--- src/rtl/binoc_pkg.sv ---
// Shared types and helpers for the BiNoC bidirectional channel direction controller.
package binoc_pkg;

  typedef enum logic [1:0] {
    OWN  = 2'd0,
    REL  = 2'd1,
    IDLE = 2'd2,
    REQ  = 2'd3
  } chan_state_e;

  // Pipeline depth on the incoming token; guarantees the dead cycle on the wires.
  localparam int DEAD_CYCLES = 1;

  function automatic int hold_width(input int max_hold);
    return $clog2(max_hold + 1);
  endfunction

endpackage

--- src/rtl/bidir_chan_ctrl.sv ---
// Per-link direction controller: token-based ownership of a BiNoC bidirectional channel.
// Optional handover counter enabled by defining BINOC_HANDOVER_CNT_EN.
module bidir_chan_ctrl
  import binoc_pkg::*;
#(
  parameter bit INIT_OWN = 1'b0,
  parameter int MAX_HOLD = 8,
  parameter int CNT_W    = 16
) (
  input  logic             clk,
  input  logic             rst,
  input  logic             local_req,
  input  logic             local_busy,
  input  logic             req_in,
  input  logic             tok_in,
  output logic             req_out,
  output logic             tok_out,
  output logic             drive_en,
  output logic             proto_err,
  output logic [CNT_W-1:0] handover_cnt
);

  localparam int                HOLD_W    = hold_width(MAX_HOLD);
  localparam logic [HOLD_W-1:0] HOLD_MAX  = HOLD_W'(MAX_HOLD);
  localparam chan_state_e       RST_STATE = INIT_OWN ? OWN : IDLE;

  chan_state_e            state;
  chan_state_e            state_nxt;
  logic [HOLD_W-1:0]      hold_cnt;
  logic [DEAD_CYCLES-1:0] tok_pipe;
  logic                   tok_seen;

  assign tok_seen = tok_pipe[DEAD_CYCLES-1];

  // Next-state decode; a token seen while owning is ignored here and flagged below.
  always_comb begin
    state_nxt = state;
    case (state)
      OWN: begin
        if (req_in && !local_busy && (!local_req || hold_cnt == HOLD_MAX)) state_nxt = REL;
        else state_nxt = OWN;
      end
      REL: state_nxt = IDLE;
      IDLE: begin
        if (tok_seen) state_nxt = OWN;
        else if (local_req) state_nxt = REQ;
        else state_nxt = IDLE;
      end
      REQ: begin
        if (tok_seen) state_nxt = OWN;
        else if (!local_req) state_nxt = IDLE;
        else state_nxt = REQ;
      end
      default: state_nxt = RST_STATE;
    endcase
  end

  // State register with Moore outputs registered from the next state.
  always_ff @(posedge clk) begin
    if (rst) begin
      state    <= RST_STATE;
      drive_en <= INIT_OWN;
      req_out  <= 1'b0;
      tok_out  <= 1'b0;
    end else begin
      state    <= state_nxt;
      drive_en <= (state_nxt == OWN);
      req_out  <= (state_nxt == REQ);
      tok_out  <= (state_nxt == REL);
    end
  end

  // Hold counter: counts idle-link cycles the peer has waited while we own.
  always_ff @(posedge clk) begin
    if (rst) begin
      hold_cnt <= '0;
    end else if (state != OWN || !req_in) begin
      hold_cnt <= '0;
    end else if (!local_busy && hold_cnt != HOLD_MAX) begin
      hold_cnt <= hold_cnt + HOLD_W'(1);
    end
  end

  // Token delay line and sticky protocol-error flag; reset discards in-flight tokens.
  always_ff @(posedge clk) begin
    if (rst) begin
      tok_pipe  <= '0;
      proto_err <= 1'b0;
    end else begin
      tok_pipe <= DEAD_CYCLES'({tok_pipe, tok_in});
      if (tok_seen && (state == OWN || state == REL)) proto_err <= 1'b1;
    end
  end

`ifdef BINOC_HANDOVER_CNT_EN
  logic [CNT_W-1:0] ho_cnt;

  // Saturating count of completed releases.
  always_ff @(posedge clk) begin
    if (rst) begin
      ho_cnt <= '0;
    end else if (state == REL && ho_cnt != {CNT_W{1'b1}}) begin
      ho_cnt <= ho_cnt + CNT_W'(1);
    end
  end

  assign handover_cnt = ho_cnt;
`else
  assign handover_cnt = '0;
`endif

endmodule

--- config.mk ---
export PLATFORM = sky130hd
export DESIGN_NAME = bidir_chan_ctrl
export DESIGN_NICKNAME = d
export VERILOG_FILES = /design/src/rtl/binoc_pkg.sv /design/src/rtl/bidir_chan_ctrl.sv
export SDC_FILE = /design/constraint.sdc
export NUM_CORES = 1
export LEC_CHECK = 0
export ABC_CLOCK_PERIOD_IN_PS = 1500
export CORE_MARGIN = 1.5
export CORE_UTILIZATION = 37
export CTS_BUF_LIST = sky130_fd_sc_hd__clkbuf_4
export CTS_CLUSTER_SIZE = 10
export DETAILED_ROUTE_END_ITERATION = 8
export GPL_ROUTABILITY_DRIVEN = 0
export PLACE_DENSITY = 0.76
export SLEW_MARGIN = 20
export SYNTH_ARGS = -nofsm -noshare
export SYNTH_HDL_FRONTEND = slang
export SYNTH_SLANG_ARGS = --single-unit
--- constraint.sdc ---
create_clock -name clk -period 1.5 [get_ports clk]
set_clock_uncertainty 0.15 [all_clocks]
set_input_delay 0.3 -clock clk [delete_from_list [all_inputs] [get_ports clk]]
set_output_delay 0.3 -clock clk [all_outputs]
set_load 0.02 [all_outputs]
## Word level (Yosys, flattened, before mapping)

Index checks and enable logic that the tools add are counted.

- Register bits after elaboration: 11
- Input port bits: 6
- Output and inout port bits: 20
- Logic and storage cells: 34

- Add/subtract/negate cells: 1
- Eq/ne operators: 7
- Multiplexer cells: 4
- Reduce and logical (&&, ||, !) cells: 15

Operators by type and width:

| cell | count |
|---|---|
| equality test 2 bit (second input constant) | 3 |
| one-hot mux 2 bit (3 select lines) | 1 |
| adder 4 x 1 -> 4 bit (second input constant) | 1 |
| equality test 2 x 1 -> 1 bit (second input constant) | 2 |
| equality test 4 bit (second input constant) | 1 |
| logical AND 1 bit | 4 |
| logical NOT 2 bit | 2 |
| != test 4 bit (second input constant) | 1 |
| OR reduction 2 bit | 2 |
| logical NOT 1 bit | 3 |
| logical OR 1 bit | 3 |
| two-way mux 1 bit | 2 |
| two-way mux 2 bit | 1 |
| nonzero test 2 bit | 1 |

## Logic depth before layout (Yosys ltp)

Gate-level depths: netlist of run 1.

- Word-level depth: 6
- Depth in mapped cells: 5
- Gate-level depth less buffers: 5

## Least setup slack after synthesis of run 1

OpenSTA, ideal clock, no wires.

- Kind: reg-to-reg
- Start: reg hold_cnt[0]
- End: reg hold_cnt[2]
- Library setup time: 0.070 ns
- Data arrival time: 1.279 ns
- Required time: 1.280 ns
- Slack: 0.001 ns
- Cell stages (with the launch flop): 6
- Buffers on the path: 0
- Clock period less this slack: 1.499 ns
- Cell sequence: dfxtp_1 inv_1 ha_1 and3b_1 or4_1 a21oi_1

- Longest elaborated chain between the ends: 2
- Elaborated cells between the ends (all ways): 3
- Those cells by class: 1 x add/sub; 1 x eq/ne; 1 x reduce/logical

Ends and longest elaborated chain:

| element | line | source |
|---|---|---|
| start, declared | bidir_chan_ctrl.sv:29 | `logic [HOLD_W-1:0] hold_cnt;` |
| start signal, assigned | bidir_chan_ctrl.sv:80 | `hold_cnt <= hold_cnt + HOLD_W'(1);` |
| branches (longest 2 deep; another with adder 4 x 1 -> 4 bit) | n/a |  |

Several ways; the timed one is not identified.
A chain may end at the register's enable or synchronous reset.

## Final worst setup path of run 1

Ends and elaborated chain as after synthesis.

==> impl_metrics.ini, run 1 <==
[setup_path]
cp-end-kind = flop
crit_path_max_fanout = 3
r2r-end = hold_cnt[2]$_SDFFE_PP0P_
cp_top_family = simple AND/OR/NAND/NOR gates
path_class = reg2reg
r2r_setup_slack_ns = -0.04
worstSetupStartpointType = flop
r2r_cells = 5
worstPathRequired_ns = 1.56
cp_cell_sequence = inv_2 > ha_4 > and3b_2 > or4_4 > a21oi_2
arrival_ns = 1.59
cp_slowest_cell = or4_4
path_buf_inv = 1
cp_slowest_stage_delay_ns = 0.42
rr_startpoint = hold_cnt[0]$_SDFFE_PP0P_

[logic_synthesis]
synth_top_area_frac = 0.384
synthArstFlopShare = 0
syn_area_per_cell_um2 = 9.10
ys_seq_area_frac = 0.384
ys_seq_elements = 11
synth_top_cell_by_area = dfxtp_1
ys_top_cells_by_area = dfxtp_1, buf_4, a21oi_1
netlist_area_um2 = 573
synth.distinct_cells = 21
synth_edf_count = 0
ys.flop_type = dfxtp_1
yosys_warnings = 0
yosys.cell_count.top_type = buf_4
synth_common_cells = buf_4, dfxtp_1, a21oi_1, inv_1
synthCells = 63

[clock_network]
clock_path_buffers = 2
cts_tree = done
numCtsBuffers = 3
clock_latency_ns = 0.27
cts.sinks = 11
ctsHtreeMaxLevel = 1
clk_pin_slew_ns = 0.07
cts_root_buf = clkbuf_4

[detailed_routing]
antenna_left = 0
route.detailed.drc = 0
wl_um = 1010
dr.pass1.iters = 3
drt_iter0_drc = 7
wl_per_cell_um = 9.87
vias = 436
viasPerCell = 4.27

[pwr]
ir_drop_v = 0.000537
cellPowerDensity_nw_per_um2 = 807
fin_total_pwr_uw = 642
p_leak_uw = 0.000356

[floorplanning]
start_util = 0.389
rows = 14
die_h_um = 42.4
core_um2 = 1470
die_x_um = 42.4
die_area_um2 = 1790
io_pins = 26

[layout]
n_antenna_cell = 0
syn2layout_area_growth_pct = 38.9
nets = 95
final_layout_size_suffix_gt1_frac = 0.349
final_area_um2 = 796

[timing]
fmax_ghz = 0.650
rsz0062_at_grt = true
finalHoldViolCount = 0
worst_slack_ns = -0.0376
period_minus_slack_ns = 1.54
tns_ns = -0.0383
slew_viol_final = 0
fin_crit_sh = 1.03
holdWs_ns = 0.357
setup_violations = 2

[run_status]
status = finished, violations left
violations = setup timing

[min_path]
hold_class = reg2reg
hold_path_depth = 2
worstHoldEndpoint = proto_err$_SDFFE_PP0P_
min_from = proto_err$_SDFFE_PP0P_

[placed_design]
dp_hpwl_um = 728
post_dp_cell_area_um2 = 687
dp_worst_setup_slack_ns = -0.307
port-buffer-count = 9

[global_route]
grt_pass1_vias = 390
grt_pass1_wl_um = 1500
antenna_found_initial = 0
grt_usage = 0.119
grt-ovfl-total = 0
grt_max_degree = 7

[run]
cap_violations = 0
==> final cells by class <==
class                      instances  area (µm²)
multi-input combinational         45         333
sequential                        11         223
timing repair buffer              20         168
fill                             138         676
tap                               16        20.0
inverter                           6        22.5
clock buffer                       4        30.0
==> layout by cell type (no fill, tap or decap), types with 2 or more instances in the layout <==
cell             Yosys  final
conb_1               1     16
buf_4               16     11
dfxtp_1             11      9
a21oi_1              6      5
clkdlybuf4s50_1      0      5
inv_1                6      4
clkbuf_4             0      4
dlygate4sd2_1        0      4
o21ai_0              3      3
inv_2                0      2
and3b_2              1      2
nand3b_1             2      2
nand3_1              2      2
nor2_1               3      2
ha_4                 0      2
dfxtp_2              0      2
==> sequential cells by signal, summed over array words and instances, names as in the netlist <==
| register | flops |
|---|---|
| hold_cnt | 4 |
| tok_out | 1 |
| drive_en | 1 |
| req_out | 1 |
| state | 2 |
| tok_pipe | 1 |
| proto_err | 1 |
==> worst max path at each step <==
stage	slack [ns]	from	endpoint	cells past startpoint
detailed placement	-0.31	local_req	req_out$_SDFF_PP0_	4
floorplan	0.001	hold_cnt[0]$_SDFFE_PP0P_	hold_cnt[2]$_SDFFE_PP0P_	5
global placement	-0.27	local_req	req_out$_SDFF_PP0_	4
finish	-0.04	hold_cnt[0]$_SDFFE_PP0P_	hold_cnt[2]$_SDFFE_PP0P_	5
global route	-0.09	hold_cnt[0]$_SDFFE_PP0P_	req_out$_SDFF_PP0_	5
CTS	-0.04	hold_cnt[0]$_SDFFE_PP0P_	hold_cnt[2]$_SDFFE_PP0P_	5
==> cell families (layout without fill, tap and decap cells) <==
| logic type | Yosys count | count (layout) | synth area share |
|---|---|---|---|
| simple gates | 14 | 14 | 0.168 |
| fa+ha+maj | 2 | 2 | 0.0437 |
| other cells | 1 | 16 | 0.00654 |
| buf+inv | 22 | 30 | 0.249 |
| flops | 11 | 11 | 0.384 |
| compound gates | 12 | 12 | 0.133 |
| xor+xnor | 1 | 1 | 0.0153 |
==> metrics by stage <==
step / std cells / utilization
final: 102 / 0.541
after global placement: 96 / 0.467
after global routing: 102 / 0.541
after detailed placement: 96 / 0.467
after floorplan: 78 / -
after CTS: 101 / 0.499
==> metal layers <==
metal	wire length (µm)	GRT usage	share of wire	vias up
li1	-	-	-	226
met5	0	0	0	-
met1	427	0.0995	0.42	194
met4	21	0.113	0.021	0
met3	46	0.0388	0.046	3
met2	510	0.212	0.51	13
==> worst register-to-register path, cell delays in order, from the launching register on <==
cell,delay (ns)
dfxtp_2,0.34
inv_2,0.05
ha_4,0.15
and3b_2,0.22
or4_4,0.42
a21oi_2,0.14
==> power by group <==
part           total [µW]  internal, µW  leakage (µW)  switching, µW
combinational         116          43.6      0.000247           72.4
sequential            307           303     0.0000907           4.54
clock                 219           121     0.0000184           97.8
total                 642           467      0.000356            175
==> timing repair <==
action | 4_1_cts | 5_1_grt
pin swaps | 3 | 4
resized for setup | 10 | 9
hold buffers | 0 | 0
buffers inserted | 1 | 2
cloned | 0 | 0
endpoints found under the hold margin | 0 | 0
endpoints found under the setup margin | 9 | 5
Power figures use the tool's default switching activity.
==> run 2: changes to the inputs <==
--- a/config.mk
+++ b/config.mk
@@ -6,6 +6,7 @@
 export NUM_CORES = 1
 export LEC_CHECK = 0
 export ABC_CLOCK_PERIOD_IN_PS = 1500
+export CAP_MARGIN = 10
 export CORE_MARGIN = 1.5
 export CORE_UTILIZATION = 37
 export CTS_BUF_LIST = sky130_fd_sc_hd__clkbuf_4
==> results of run 2 <==
Same layout as run 1: the final DEF is identical, and so are final timing and power.
==> run 3: changes to the inputs <==
--- a/config.mk
+++ b/config.mk
@@ -8,12 +8,13 @@
 export ABC_CLOCK_PERIOD_IN_PS = 1500
 export CAP_MARGIN = 10
 export CORE_MARGIN = 1.5
-export CORE_UTILIZATION = 37
+export CORE_UTILIZATION = 35
 export CTS_BUF_LIST = sky130_fd_sc_hd__clkbuf_4
 export CTS_CLUSTER_SIZE = 10
 export DETAILED_ROUTE_END_ITERATION = 8
 export GPL_ROUTABILITY_DRIVEN = 0
-export PLACE_DENSITY = 0.76
+export PLACE_DENSITY = 0.72
+export SETUP_SLACK_MARGIN = 0.15
 export SLEW_MARGIN = 20
 export SYNTH_ARGS = -nofsm -noshare
 export SYNTH_HDL_FRONTEND = slang
==> run 3 against run 2 <==
The flow still finishes with violations (setup timing). Design area down 0.79%. Total power is 0.39% lower. Wire length shrank 4.0%. Critical path type unchanged.
==> impl_metrics.ini, run 3 (synthesis results as in run 1) <==
[floorplanning]
die_h_um = 43.5
io_pins = 26
die_area_um2 = 1890
start_util = 0.376
core_um2 = 1520
die_x_um = 43.5
rows = 14

[clock_network]
ctsHtreeMaxLevel = 1
cts_tree = done
clock_latency_ns = 0.26
ctsHoldBuffers = 0
cts_root_buf = clkbuf_4
clock_path_buffers = 2
numCtsBuffers = 3
cts.sinks = 11
clk_pin_slew_ns = 0.07

[layout]
final_area_um2 = 790
finalNonFillerCells = 101
final_common_cell = conb_1
final_layout_size_suffix_gt1_frac = 0.388
syn2layout_area_growth_pct = 37.8
nets = 94
mostFrequentLayoutCells = conb_1, dfxtp_1, buf_4
num-fill-cells = 149
n_antenna_cell = 0
top_regs = hold_cnt x4, state x2
top_register = hold_cnt
largest_register_ffs = 4

[detailed_routing]
route.detailed.drc = 0
vias = 444
antenna_left = 0
wl_per_cell_um = 9.57
wl_um = 967
viasPerCell = 4.40
dr.pass1.iters = 2
drt_iter0_drc = 1

[timing]
finalHoldViolCount = 0
setup_violations = 1
fmax_ghz = 0.663
fin_crit_sh = 1.01
worst_slack_ns = -0.00925
rsz0062_at_grt = true
slew_viol_final = 0
period_minus_slack_ns = 1.51

[setup_path]
cp_slowest_cell = or4_4
crit_cells = 5
r2r_cells = 5
cp_slowest_stage_delay_ns = 0.42
worstPathRequired_ns = 1.55
cp-end-kind = flop
path_buf_inv = 1
arrival_ns = 1.56
path_class = reg2reg
cp_top_family = simple AND/OR/NAND/NOR gates
crit_path_max_fanout = 4
worstSetupStartpointType = flop
cp_cell_sequence = inv_2 > ha_4 > and3b_2 > or4_4 > a21oi_2

[placed_design]
port-buffer-count = 9
dp_hpwl_um = 751
post_dp_cell_area_um2 = 698
place_inst = 96

[pwr]
cellPowerDensity_nw_per_um2 = 810
ir_drop_v = 0.000468
p_leak_uw = 0.000341

[global_route]
grt_pass1_wl_um = 1520
grt_pass1_vias = 393
antenna_found_initial = 0
grt_max_degree = 7
grt-ovfl-total = 0
grt_usage = 0.113

[run_status]
status = finished, violations left
violations = setup timing

[min_path]
hold_class = reg2reg
hold_path_depth = 2

[run]
cap_violations = 0
run 3: cell count changes in the layout (fill, tap and decap cells not counted), sizes merged:
cell / previous run / this run
dlygate4sd2: 4 / 0
clkdlybuf4s15: 0 / 3
clkbuf: 4 / 5
buf: 11 / 10
run 3: path summary, 6_finish.rpt:
path / startpoint / to / slack [ns]
min reg2reg: proto_err$_SDFFE_PP0P_ / proto_err$_SDFFE_PP0P_ / 0.33
max reg2reg: hold_cnt[0]$_SDFFE_PP0P_ / hold_cnt[2]$_SDFFE_PP0P_ / -0.009
min: proto_err$_SDFFE_PP0P_ / proto_err$_SDFFE_PP0P_ / 0.33
max: hold_cnt[0]$_SDFFE_PP0P_ / hold_cnt[2]$_SDFFE_PP0P_ / -0.009
run 3: where the power goes:
group | internal, µW | switching, µW | leakage (µW) | total, µW
registers | 303 | 4.80 | 0.0000907 | 307
clock network | 121 | 91.6 | 0.0000184 | 212
logic | 46.4 | 73.4 | 0.000232 | 120
run 3: repair_timing:
item / CTS / global route
gates resized for setup: 13 / 9
setup endpoints to repair: 9 / 9
pin swaps: 4 / 1
setup buffers: 1 / 0
endpoints found under the hold margin: 0 / 0
run 3: worst min-delay path, stage by stage, from the launching register on:
cell and delay, ns:
dfxtp_1 0.33, a21oi_1 0.04, nor2_1 0.07
run 3: final cells by class:
class / count / area (µm²) / area share
Multi-Input combinational cell: 45 / 328 / 0.415
Sequential cell: 11 / 223 / 0.282
Tap cell: 16 / 20.0 / 0.0254
Clock buffer: 4 / 30.0 / 0.0380
Timing Repair Buffer: 19 / 166 / 0.211
Inverter: 6 / 22.5 / 0.0285
run 3: layer usage:
metal  routed length (µm)  GRT usage  part of all wire
met4                    0     0.0727                 0
met3                   61     0.0542             0.063
met2                  521      0.191              0.54
met1                  384      0.108              0.40
met5                    0          0                 0
run 3: metrics by stage:
stage	TNS, ns	setup WS [ns]	total power, µW	util	hold slack (ns)
after floorplan	0	0.0658	411	-	0.219
after global placement	-0.891	-0.263	424	0.458	0.312
after detailed placement	-0.947	-0.282	425	0.458	0.317
after CTS	-0.00656	-0.00656	645	0.498	0.338
after global routing	-0.0909	-0.0554	674	0.518	0.369
final	-0.00925	-0.00925	640	0.518	0.330
